[src/rtl/floor_input_conditioner_pkg.sv]
// Shared constants for the freight-elevator (montacargas) blocks.
// Floor indices are reused by the cabin FSM.
package montacargas_pkg;

  localparam int N_FLOORS                = 3;
  localparam int DEBOUNCE_CYCLES_DEFAULT = 500000;
  localparam int CNT_W_DEFAULT           = 19;

  localparam int FLOOR_1 = 0;
  localparam int FLOOR_2 = 1;
  localparam int FLOOR_3 = 2;

  // Number of floors whose bit is set in a floor vector
  function automatic logic [1:0] popcount3(input logic [N_FLOORS-1:0] v);
    popcount3 = {1'b0, v[FLOOR_1]} + {1'b0, v[FLOOR_2]} + {1'b0, v[FLOOR_3]};
  endfunction

endpackage

[src/rtl/floor_input_conditioner_if.sv]
// Raw elevator pins in, conditioned floor vectors out.
// master = pin/FSM side, slave = floor_input_conditioner.
interface floor_input_conditioner_if;
  import montacargas_pkg::*;

  logic [N_FLOORS-1:0] btn_raw;
  logic [N_FLOORS-1:0] fc_raw;
  logic [N_FLOORS-1:0] button;
  logic [N_FLOORS-1:0] endstop;
  logic                fault;

  modport master (
    output btn_raw,
    output fc_raw,
    input  button,
    input  endstop,
    input  fault
  );

  modport slave (
    input  btn_raw,
    input  fc_raw,
    output button,
    output endstop,
    output fault
  );

endinterface

[src/rtl/floor_input_conditioner_debounce.sv]
// One channel: two-flop synchroniser followed by a stability counter.
// o_stable only changes after DEBOUNCE_CYCLES consecutive differing samples.
module debounce #(
  parameter int DEBOUNCE_CYCLES = 500000,
  parameter int CNT_W           = 19
) (
  input  logic i_clk,
  input  logic i_rst_n,
  input  logic i_raw,
  output logic o_stable
);

  logic             r_sync1;
  logic             r_sync2;
  logic             r_stable;
  logic [CNT_W-1:0] r_cnt;

  // Synchroniser and stability counter
  always_ff @(posedge i_clk or negedge i_rst_n) begin
    if (!i_rst_n) begin
      r_sync1  <= 1'b0;
      r_sync2  <= 1'b0;
      r_stable <= 1'b0;
      r_cnt    <= {CNT_W{1'b0}};
    end else begin
      r_sync1 <= i_raw;
      r_sync2 <= r_sync1;
      if (r_sync2 == r_stable) begin
        r_cnt <= {CNT_W{1'b0}};
      end else if (r_cnt == CNT_W'(DEBOUNCE_CYCLES - 1)) begin
        r_stable <= r_sync2;
        r_cnt    <= {CNT_W{1'b0}};
      end else begin
        r_cnt <= r_cnt + CNT_W'(1);
      end
    end
  end

  assign o_stable = r_stable;

endmodule

[src/rtl/floor_input_conditioner.sv]
// Conditions elevator buttons/endstops for the cabin FSM.
// Define REQ_LATCH_EN to latch presses as pending requests (clear-on-arrival).
module floor_input_conditioner
  import montacargas_pkg::*;
#(
  parameter int DEBOUNCE_CYCLES = DEBOUNCE_CYCLES_DEFAULT,
  parameter int CNT_W           = CNT_W_DEFAULT
) (
  input  logic                      clk,
  input  logic                      rst,
  floor_input_conditioner_if.slave  bus
);

  logic [2*N_FLOORS-1:0] w_raw;
  logic [2*N_FLOORS-1:0] w_stable;
  logic [N_FLOORS-1:0]   w_btn_db;
  logic [N_FLOORS-1:0]   w_fc_db;
  logic                  r_fault;

  assign w_raw = {bus.fc_raw, bus.btn_raw};

  for (genvar g = 0; g < 2*N_FLOORS; g++) begin : g_db
    debounce #(
      .DEBOUNCE_CYCLES (DEBOUNCE_CYCLES),
      .CNT_W           (CNT_W)
    ) u_db (
      .i_clk    (clk),
      .i_rst_n  (rst),
      .i_raw    (w_raw[g]),
      .o_stable (w_stable[g])
    );
  end

  assign w_btn_db    = w_stable[N_FLOORS-1:0];
  assign w_fc_db     = w_stable[2*N_FLOORS-1:N_FLOORS];
  assign bus.endstop = w_fc_db;
  assign bus.fault   = r_fault;

  // Cabin cannot be at two floors at once: flag overlapping endstops
  always_ff @(posedge clk or negedge rst) begin
    if (!rst) begin
      r_fault <= 1'b0;
    end else begin
      r_fault <= (popcount3(w_fc_db) >= 2'd2);
    end
  end

`ifdef REQ_LATCH_EN
  logic [N_FLOORS-1:0] r_prev;
  logic [N_FLOORS-1:0] r_req;

  // Request latches; arrival at a floor overrides a press there
  always_ff @(posedge clk or negedge rst) begin
    if (!rst) begin
      r_prev <= {N_FLOORS{1'b0}};
      r_req  <= {N_FLOORS{1'b0}};
    end else begin
      r_prev <= w_btn_db;
      for (int i = 0; i < N_FLOORS; i++) begin
        if (w_fc_db[i]) begin
          r_req[i] <= 1'b0;
        end else if (w_btn_db[i] && !r_prev[i]) begin
          r_req[i] <= 1'b1;
        end else begin
          r_req[i] <= r_req[i];
        end
      end
    end
  end

  assign bus.button = r_req;
`else
  assign bus.button = w_btn_db;
`endif

endmodule

[src/flat_wrapper.sv]
// flat-port wrapper written by rule: the top's interface ports become plain ports
module floor_input_conditioner_flat import montacargas_pkg::*;
#(
  parameter int DEBOUNCE_CYCLES = DEBOUNCE_CYCLES_DEFAULT,
  parameter int CNT_W           = CNT_W_DEFAULT
)
  (clk, rst, bus_btn_raw, bus_fc_raw, bus_button, bus_endstop, bus_fault);
  floor_input_conditioner_if bus_i ();
  input  logic clk;
  input  logic rst;
  input wire logic [$bits(bus_i.btn_raw)-1:0] bus_btn_raw;
  input wire logic [$bits(bus_i.fc_raw)-1:0] bus_fc_raw;
  output wire logic [$bits(bus_i.button)-1:0] bus_button;
  output wire logic [$bits(bus_i.endstop)-1:0] bus_endstop;
  output wire logic [$bits(bus_i.fault)-1:0] bus_fault;
  assign bus_i.btn_raw = bus_btn_raw;
  assign bus_i.fc_raw = bus_fc_raw;
  assign bus_button = bus_i.button;
  assign bus_endstop = bus_i.endstop;
  assign bus_fault = bus_i.fault;
  floor_input_conditioner #(.DEBOUNCE_CYCLES(DEBOUNCE_CYCLES), .CNT_W(CNT_W)) u_core (.clk(clk), .rst(rst), .bus(bus_i));
endmodule
[config.mk]
export PLATFORM = sky130hd
export DESIGN_NAME = floor_input_conditioner_flat
export DESIGN_NICKNAME = d
export VERILOG_FILES = /design/src/rtl/floor_input_conditioner_pkg.sv /design/src/rtl/floor_input_conditioner_if.sv /design/src/rtl/floor_input_conditioner_debounce.sv /design/src/rtl/floor_input_conditioner.sv /design/src/flat_wrapper.sv
export SDC_FILE = /design/constraint.sdc
export NUM_CORES = 1
export LEC_CHECK = 0
export CORE_MARGIN = 2
export CORE_UTILIZATION = 35
export CTS_CLUSTER_DIAMETER = 40
export DETAILED_ROUTE_END_ITERATION = 10
export PLACE_DENSITY_LB_ADDON = 0.1
export SLEW_MARGIN = 10
export SYNTH_ARGS = -nofsm -noshare
export SYNTH_HDL_FRONTEND = slang
export SYNTH_SLANG_ARGS = --single-unit
[constraint.sdc]
create_clock -name clk -period 2.34 [get_ports clk]
set_clock_uncertainty 0.1 [all_clocks]
set_input_delay 0.351 -clock clk [delete_from_list [all_inputs] [get_ports clk]]
set_output_delay 0.351 -clock clk [all_outputs]
set_load 0.1 [all_outputs]
==> results of run 1 <==
## worst paths after layout
path                                                         start                                       end  slack (ps)  depth (start not counted)
max reg2reg                u_core.g_db[5].u_db.r_cnt[11]$_DFF_PN0_  u_core.g_db[5].u_db.o_stable$_DFFE_PN0P_         110                          4
min reg2reg                  u_core.g_db[3].u_db.r_sync1$_DFF_PN0_     u_core.g_db[3].u_db.r_sync2$_DFF_PN0_         250                          0
min                          u_core.g_db[3].u_db.r_sync1$_DFF_PN0_     u_core.g_db[3].u_db.r_sync2$_DFF_PN0_         250                          0
max                        u_core.g_db[5].u_db.r_cnt[11]$_DFF_PN0_  u_core.g_db[5].u_db.o_stable$_DFFE_PN0P_         110                          4
min in group asynchronous                                      rst   u_core.g_db[1].u_db.r_cnt[16]$_DFF_PN0_         370                          2
max in group asynchronous                                      rst    u_core.g_db[3].u_db.r_cnt[3]$_DFF_PN0_        1130                          3
## cell usage after synthesis (2+ instances only)
master	count
nor4bb_1	2
and3_1	3
nor4_1	16
o21ai_0	12
nor3_1	15
ha_1	7
or2_2	2
and2_1	7
inv_1	20
buf_4	8
nor2_1	96
a21oi_1	28
xnor2_1	54
o31ai_1	14
clkbuf_1	9
mux2_2	6
dfrtp_1	133
or4_1	24
o21ai_4	3
nand4_1	26
and4_1	8
nand3_1	38
nor4b_1	2
o21ai_1	2
xor2_1	26
nand3b_1	3
or4b_1	4
or3_1	19
nand2_1	41
## cells by family (layout without fill, tap and decap cells)
kind of cell / after synthesis / in the layout / synth area share, %
xor gates and xnor gates: 80 / 80 / 11.0
and+or+nand+nor: 310 / 310 / 25.3
adders and majority gates: 7 / 7 / 1.37
AOI/OAI and AO/OA: 63 / 63 / 6.30
DFF: 133 / 133 / 52.1
buffers and inverters: 39 / 91 / 2.90
muxes: 6 / 6 / 1.06
## sequential cells by signal, indices dropped and copies added, names as in the netlist
name and flops:
u_core.g_db.u_db.r_sync1 6, u_core.g_db.u_db.r_cnt 114, u_core.g_db.u_db.r_sync2 6, u_core.g_db.u_db.o_stable 6, u_core.bus.fault 1
## area by class of cell
class	count	area, um^2
Clock buffer	18	439
Clock inverter	13	159
Fill cell	1727	10400
Inverter	20	75.1
Multi-Input combinational cell	466	2880
Sequential cell	133	3330
Tap cell	229	287
Timing Repair Buffer	40	372
## layer usage
metal | track usage (%) | vias to the layer above
li1 | - | 2328
met1 | 18.9 | 2230
met2 | 21.5 | 51
met3 | 3.76 | 7
met4 | 3.83 | 0
met5 | 0 | -
## power by group
group / switching [mW] / internal, mW / leakage (nW)
registers: 0.0348 / 2.34 / 1.82
clock network: 0.988 / 1.69 / 0.276
logic: 0.113 / 0.0609 / 0.886
total: 1.14 / 4.09 / 2.98
==> results.md, run 1 <==
* Commonest cells after routing, fill and taps aside: dfrtp_1, nor2_1, xnor2_1
* Top routing layer in use: met4
* Vias in the first global route at 4,622
* Final-stage net count at 693
* Die Area at 19,400 um^2
* CP max stage delay at 590 ps
* Cell area after layout at 7540 um^2
* Hold buffer count at cts at 1
* Register area share after synthesis at 52.1%
* Worst hold path type: reg -> reg
* TritonCTS clock tree: done
* Starting Density at 35.6%
* Synthesized Nets at 653
* Clock buffer depth at 2
* Die X at 139 um
* Setup CP Type: reg -> reg
* Post-Place Cells at 887
* Placed Area at 6930 um^2
* Layout cell share with drive strength beyond 1 at 11.4%
* Post-Place Worst Slack at 103 ps
* Hold WS at 248 ps
* PwrDens at 693 nW/um^2
* Gate Count Post-Synth at 638
* Synth cell types at 39
* Fin crit share at 95.5%
* Met3 wire length at 342 um
* Ports at 15
* Total Wirelength at 12,500 um
* Fin. max-slew vios at 0
* DRT Pass-1 Iters at 4
* Slowest stage cell on the critical path: or4_1
* Startpoint types: flop
* Ys Warns at 0
* Cts bufs inserted at 17
* Status: finished, final reports clean
* Area grow syn2layout at 17.9%
* Top delay family on crit path: simple AND/OR/NAND/NOR gates
* Top post-synthesis cells by area: dfrtp_1, xnor2_1, nor2_1, xor2_1, nand3_1
* Post-CTS sizing at 0
* Syn_area_per_cell at 10.0 um^2
* Antenna cells at 0
* Most area-hungry cell type in the Yosys netlist: dfrtp_1
* Leakage at 2.98 nW
* Core Region at 18,000 um^2
* WL per Instance at 13.6 um
* Synth Cell Area at 6390 um^2
* Routed via count at 4,616
* Max Clk Rate at 448 MHz
* Antenna violations before repair at 0
* First-pass GRT wire length at 22,000 um
* CTS sink count at 133
* Share of flip-flops with an asynchronous set or reset at 100%
* Worst-path fanout max at 4
* Number of nets with antenna violations after routing at 0
* Post-CTS Setup Inserts at 0
* RSZ-0062 raised after global routing: no
* DPL Wire Length at 8490 um
* Clock Latency Late Sink at 410 ps
* Min Tclk post-route at 2230 ps
* Non-Filler Instances at 919
* Final hold viol count at 0
* Overall power at 5.22 mW
* Total GRT Usage at 13.8%
* CP cell instances: or4_1 -> or4_1 -> nor2_1 -> mux2_2
* FF+latch count, synth at 133
* Routability cong. at 0.837
* Data arrival, critical path at 2430 ps
* Relative slew margins at 63.6%
* Met1 WL at 6260 um
* CTS clock-pin slew for the worst setup and hold paths at 60 ps
* DRC viols at 0
* Met2 WL post-DR at 5740 um
* Worst Tran Pin Value at 545 ps
* Post-synth EDFFs at 0
* Most common cell after layout, fill and taps aside: dfrtp_1
* CTS root buffer: clkbuf_16
* Maxcap violations at 0
* FP Rows at 49
* Max H-tree Level at 4
* Setup ws final at 106 ps
* Peak supply drop at 0.000552 V
* WP data required at 2530 ps
* Utilization after layout at 42.0%
* Total congestion overflow at 0
* Pin count of the biggest net entering global routing at 55
* Critical Path Most Common Cell: or4_1
* Endpoint class of the critical path: flop
* Routed vias/inst at 5.02
* Initial DRC Count at 245
* Final setup viols at 0
* Main synth FF type: dfrtp_1
* Port-buffer cells at 14
* Sum Neg Setup Slack at 0 ps
* WP buf/inv at 0
* Post-synth top area share at 52.1%
* Die Ht at 139 um
Power figures use the tool's default switching activity.
==> inputs of run 2 (changes only) <==
--- a/config.mk
+++ b/config.mk
@@ -9,8 +9,10 @@
 export CORE_UTILIZATION = 35
 export CTS_CLUSTER_DIAMETER = 40
 export DETAILED_ROUTE_END_ITERATION = 10
+export MAX_ROUTING_LAYER = met4
 export PLACE_DENSITY_LB_ADDON = 0.1
 export SLEW_MARGIN = 10
 export SYNTH_ARGS = -nofsm -noshare
 export SYNTH_HDL_FRONTEND = slang
+export SYNTH_HIERARCHICAL = 1
 export SYNTH_SLANG_ARGS = --single-unit
==> run 2 against run 1 <==
Net effect: non-clock buffer count fell by 10; synthesized area is 2.0% higher; first-iteration DRC count grew 14%; worst hold slack gained 1.7 ps; critical endpoint is now u_core/g_db[0].u_db/r_cnt[16]$_DFF_PN0_; flip-flop and latch count is the same.
==> results.md, run 2 <==
* Status: finished, final reports clean
* Area grow syn2layout at 16.9%
* Port-buffer cells at 14 (unchanged)
* CP endpoint: u_core/g_db[0].u_db/r_cnt[16]$_DFF_PN0_
* Ports at 15 (unchanged)
* Fin. max-slew vios at 0 (unchanged)
* Worst hold path type: reg -> reg
* Peak supply drop at 0.000426 V (-23%)
* Startpoint types: flop
* Syn_area_per_cell at 10.3 um^2 (+2.8%)
* Reg2reg end: u_core/g_db[0].u_db/r_cnt[16]$_DFF_PN0_
* Cts bufs inserted at 17 (unchanged)
* Antenna cells at 0 (unchanged)
* Clk pwr share at 51.9% (+0.6 points)
* Combinational Power Share at 3.4% (about the same)
* Top post-synthesis cells by area: dfrtp_1, xnor2_1, nor2_1, nand3_1, nor4_1
* Share of flip-flops with an asynchronous set or reset at 100% (unchanged)
* Total GRT Usage at 13.7% (-0.079 points)
* First-pass GRT wire length at 21,400 um (-2.6%)
* Flop2flop setup slack at 230 ps (+120 ps)
* Routed via count at 4,551 (-1.4%)
* PwrDens at 696 nW/um^2 (+0.47%)
* Post-synth top area share at 51.1% (-1.0 points)
* Clock Latency Late Sink at 420 ps (about the same)
* Setup ws final at 229 ps (+123 ps)
* Top reg by flops: u_core/g_db.u_db/r_cnt
* Ys Warns at 6 (+6)
* Die X at 140 um (+0.96%)
* Die Ht at 140 um (+0.96%)
* Part of the power in registers at 44.8% (-0.6 points)
* Total congestion overflow at 0 (unchanged)
* DRC viols at 0 (unchanged)
* Fin crit share at 90.2% (-5.2 points)
* RSZ-0062 raised after global routing: no
* DPL Wire Length at 8360 um (-1.5%)
* FP Rows at 49 (unchanged)
* Antenna violations before repair at 0 (unchanged)
* Number of nets with antenna violations after routing at 0 (unchanged)
* Relative slew margins at 65.7% (+2.0 points)
* Die Area at 19,700 um^2 (+1.9%)
* Clock buffer depth at 2 (unchanged)
* Final setup viols at 0 (unchanged)
* Hold Path Stages at 0 (unchanged)
* Min Tclk post-route at 2110 ps (-123 ps)
* Most common cell in the synthesized netlist: dfrtp_1
* Pin count of the biggest net entering global routing at 54 (-1.8%)
* Most common cell after layout, fill and taps aside: dfrtp_1
* Initial DRC Count at 280 (+14%)
* Top delay family on crit path: simple AND/OR/NAND/NOR gates
* Pint at 4.18 mW (+2.1%)
* Register area share after synthesis at 51.1% (-1.0 points)
* Routed vias/inst at 5.00 (-0.54%)
* Core Region at 18,100 um^2 (+1.0%)
* Gate Count Post-Synth at 633 (-0.78%)
* WP buf/inv at 0 (unchanged)
* Worst Tran Pin Value at 510 ps (-34.9 ps)
* CTS root buffer: clkbuf_16
* FF+latch count, synth at 133 (unchanged)
* Max H-tree Level at 4 (unchanged)
* Net switching power at 1.13 mW (-0.44%)
* Switch share at 21.3% (-0.43 points)
* Worst-path fanout max at 8 (+4)
* CTS sink count at 133 (unchanged)
* Synth Cell Area at 6520 um^2 (+2.0%)
* Maxcap violations at 0 (unchanged)
* Max reg flops at 114 (unchanged)
* Data arrival, critical path at 2340 ps (-90 ps)
* DRT Pass-1 Iters at 4 (unchanged)
* Total Wirelength at 12,000 um (-3.8%)
* Top cells by count, synth: dfrtp_1, nor2_1, xnor2_1
* Utilization after layout at 42.0% (about the same)
* Most area-hungry cell type in the Yosys netlist: dfrtp_1
* CTS clock-pin slew for the worst setup and hold paths at 60 ps (about the same)
* Vias in the first global route at 4,535 (-1.9%)
* Routability cong. at 0.844 (+0.85%)
* CP startpoint: u_core/g_db[0].u_db/r_cnt[0]$_DFF_PN0_
* Starting Density at 35.9% (+0.34 points)
* Post-CTS Setup Inserts at 0 (unchanged)
* R2r worst-path depth at 5 (+1)
* Reg2reg start: u_core/g_db[0].u_db/r_cnt[0]$_DFF_PN0_
* Setup CP Type: reg -> reg
* WL per Instance at 13.2 um (-3.0%)
* Synthesized Nets at 648 (-0.77%)
* Post-synth EDFFs at 0 (unchanged)
* CP max stage delay at 600 ps (about the same)
* Synth cell types at 32 (-18%)
* Slowest stage cell on the critical path: or4_4
* Final-stage net count at 684 (-1.3%)
* Leakage at 3.07 nW (+3.0%)
* WP data required at 2570 ps (+40 ps)
* TritonCTS clock tree: done
* Layout cell share with drive strength beyond 1 at 12.2% (+0.72 points)
* Endpoint class of the critical path: flop
* Cell count along the critical path at 5 (+1)
* Commonest cells after routing, fill and taps aside: dfrtp_1, nor2_1, xnor2_1
* Max Clk Rate at 474 MHz (+5.8%)
* CP cell instances: ha_1 -> nand4_4 -> or4_4 -> or3_1 -> a21oi_1
* Sum Neg Setup Slack at 0 ps (unchanged)
* Post-Place Worst Slack at 233 ps (+129 ps)
* Main synth FF type: dfrtp_1
* Final hold viol count at 0 (unchanged)
run 2: cell types whose count changed in the layout (fill, tap and decap cells not counted), sizes merged, moves of 6 or more:
cell,before,now
nor4,16,35
nor2,96,110
o31ai,15,1
or4,24,6
buf,33,23
nor3,15,21
xor2,26,16
and4,8,2
a21oi,28,19
xnor2,54,73
nand2,41,31
inv,20,30
run 2: cell families after synthesis:
kind of cell | share of synthesized area [%]
multiplexers | 1.80
AO/OA/AOI/OAI | 5.28
buffers and inverters | 2.84
adder cells (fa/ha/maj) | 1.34
AND/OR/NAND/NOR | 25.7
XOR/XNOR | 12.0
flip-flops | 51.1
run 2: cell type report:
cell class                      instances  area [um^2]
Inverter                               29          109
Tap cell                              229          287
Clock inverter                         10          146
Fill cell                            1752        10500
Timing Repair Buffer                   30          272
Multi-Input combinational cell        458         3000
Sequential cell                       133         3330
Clock buffer                           22          474
run 2: worst min path at each step:
stage	startpoint	end	slack (ps)
floorplan	rst	u_core/bus.fault$_DFF_PN0_	-40
global placement	u_core/g_db[0].u_db/r_sync1$_DFF_PN0_	u_core/g_db[0].u_db/r_sync2$_DFF_PN0_	230
detailed placement	u_core/g_db[3].u_db/r_sync1$_DFF_PN0_	u_core/g_db[3].u_db/r_sync2$_DFF_PN0_	230
CTS	u_core/g_db[3].u_db/r_sync1$_DFF_PN0_	u_core/g_db[3].u_db/r_sync2$_DFF_PN0_	250
global route	bus_fc_raw[0]	u_core/g_db[3].u_db/r_sync1$_DFF_PN0_	260
finish	u_core/g_db[0].u_db/r_sync1$_DFF_PN0_	u_core/g_db[0].u_db/r_sync2$_DFF_PN0_	250
run 2: through the flow:
step / power, mW / hold slack, ps / cells / instance area, um^2
after floorplan: 2.50 / -44.6 / 633 / 6520
after global placement: 2.60 / 232 / 878 / 6990
after detailed placement: 2.60 / 235 / 878 / 6990
after CTS: 5.42 / 251 / 911 / 7620
after global routing: 5.55 / 258 / 911 / 7620
final: 5.31 / 250 / 911 / 7620
run 2: power groups by stage:
| stage | clock network (mW) | registers [mW] | logic, mW |
|---|---|---|---|
| 4_1_cts | 2.85 | 2.38 | 0.187 |
| 2_1_floorplan | 0 | 2.40 | 0.100 |
| 3_3_place_gp | 0 | 2.42 | 0.184 |
| 3_5_place_dp | 0 | 2.42 | 0.185 |
| 6_report | 2.75 | 2.38 | 0.178 |
| 5_1_grt | 2.96 | 2.38 | 0.208 |
run 2: what timing repair did:
| action | 4_1_cts | 5_1_grt |
|---|---|---|
| hold buffers | 1 | 0 |
| hold endpoints to repair | 50 | 0 |
| endpoints found under the setup margin | 0 | 0 |
| resized for setup | 0 | 0 |
run 2: layer usage:
| layer | part of all wire, % | vias up | wire, um | track usage, % |
|---|---|---|---|---|
| met2 | 47 | 46 | 5610 | 20.5 |
| li1 | - | 2285 | - | - |
| met3 | 2.8 | 8 | 334 | 3.79 |
| met5 | 0 | - | 0 | - |
| met1 | 49 | 2212 | 5930 | 18.1 |
| met4 | 0.91 | 0 | 109 | 4.42 |
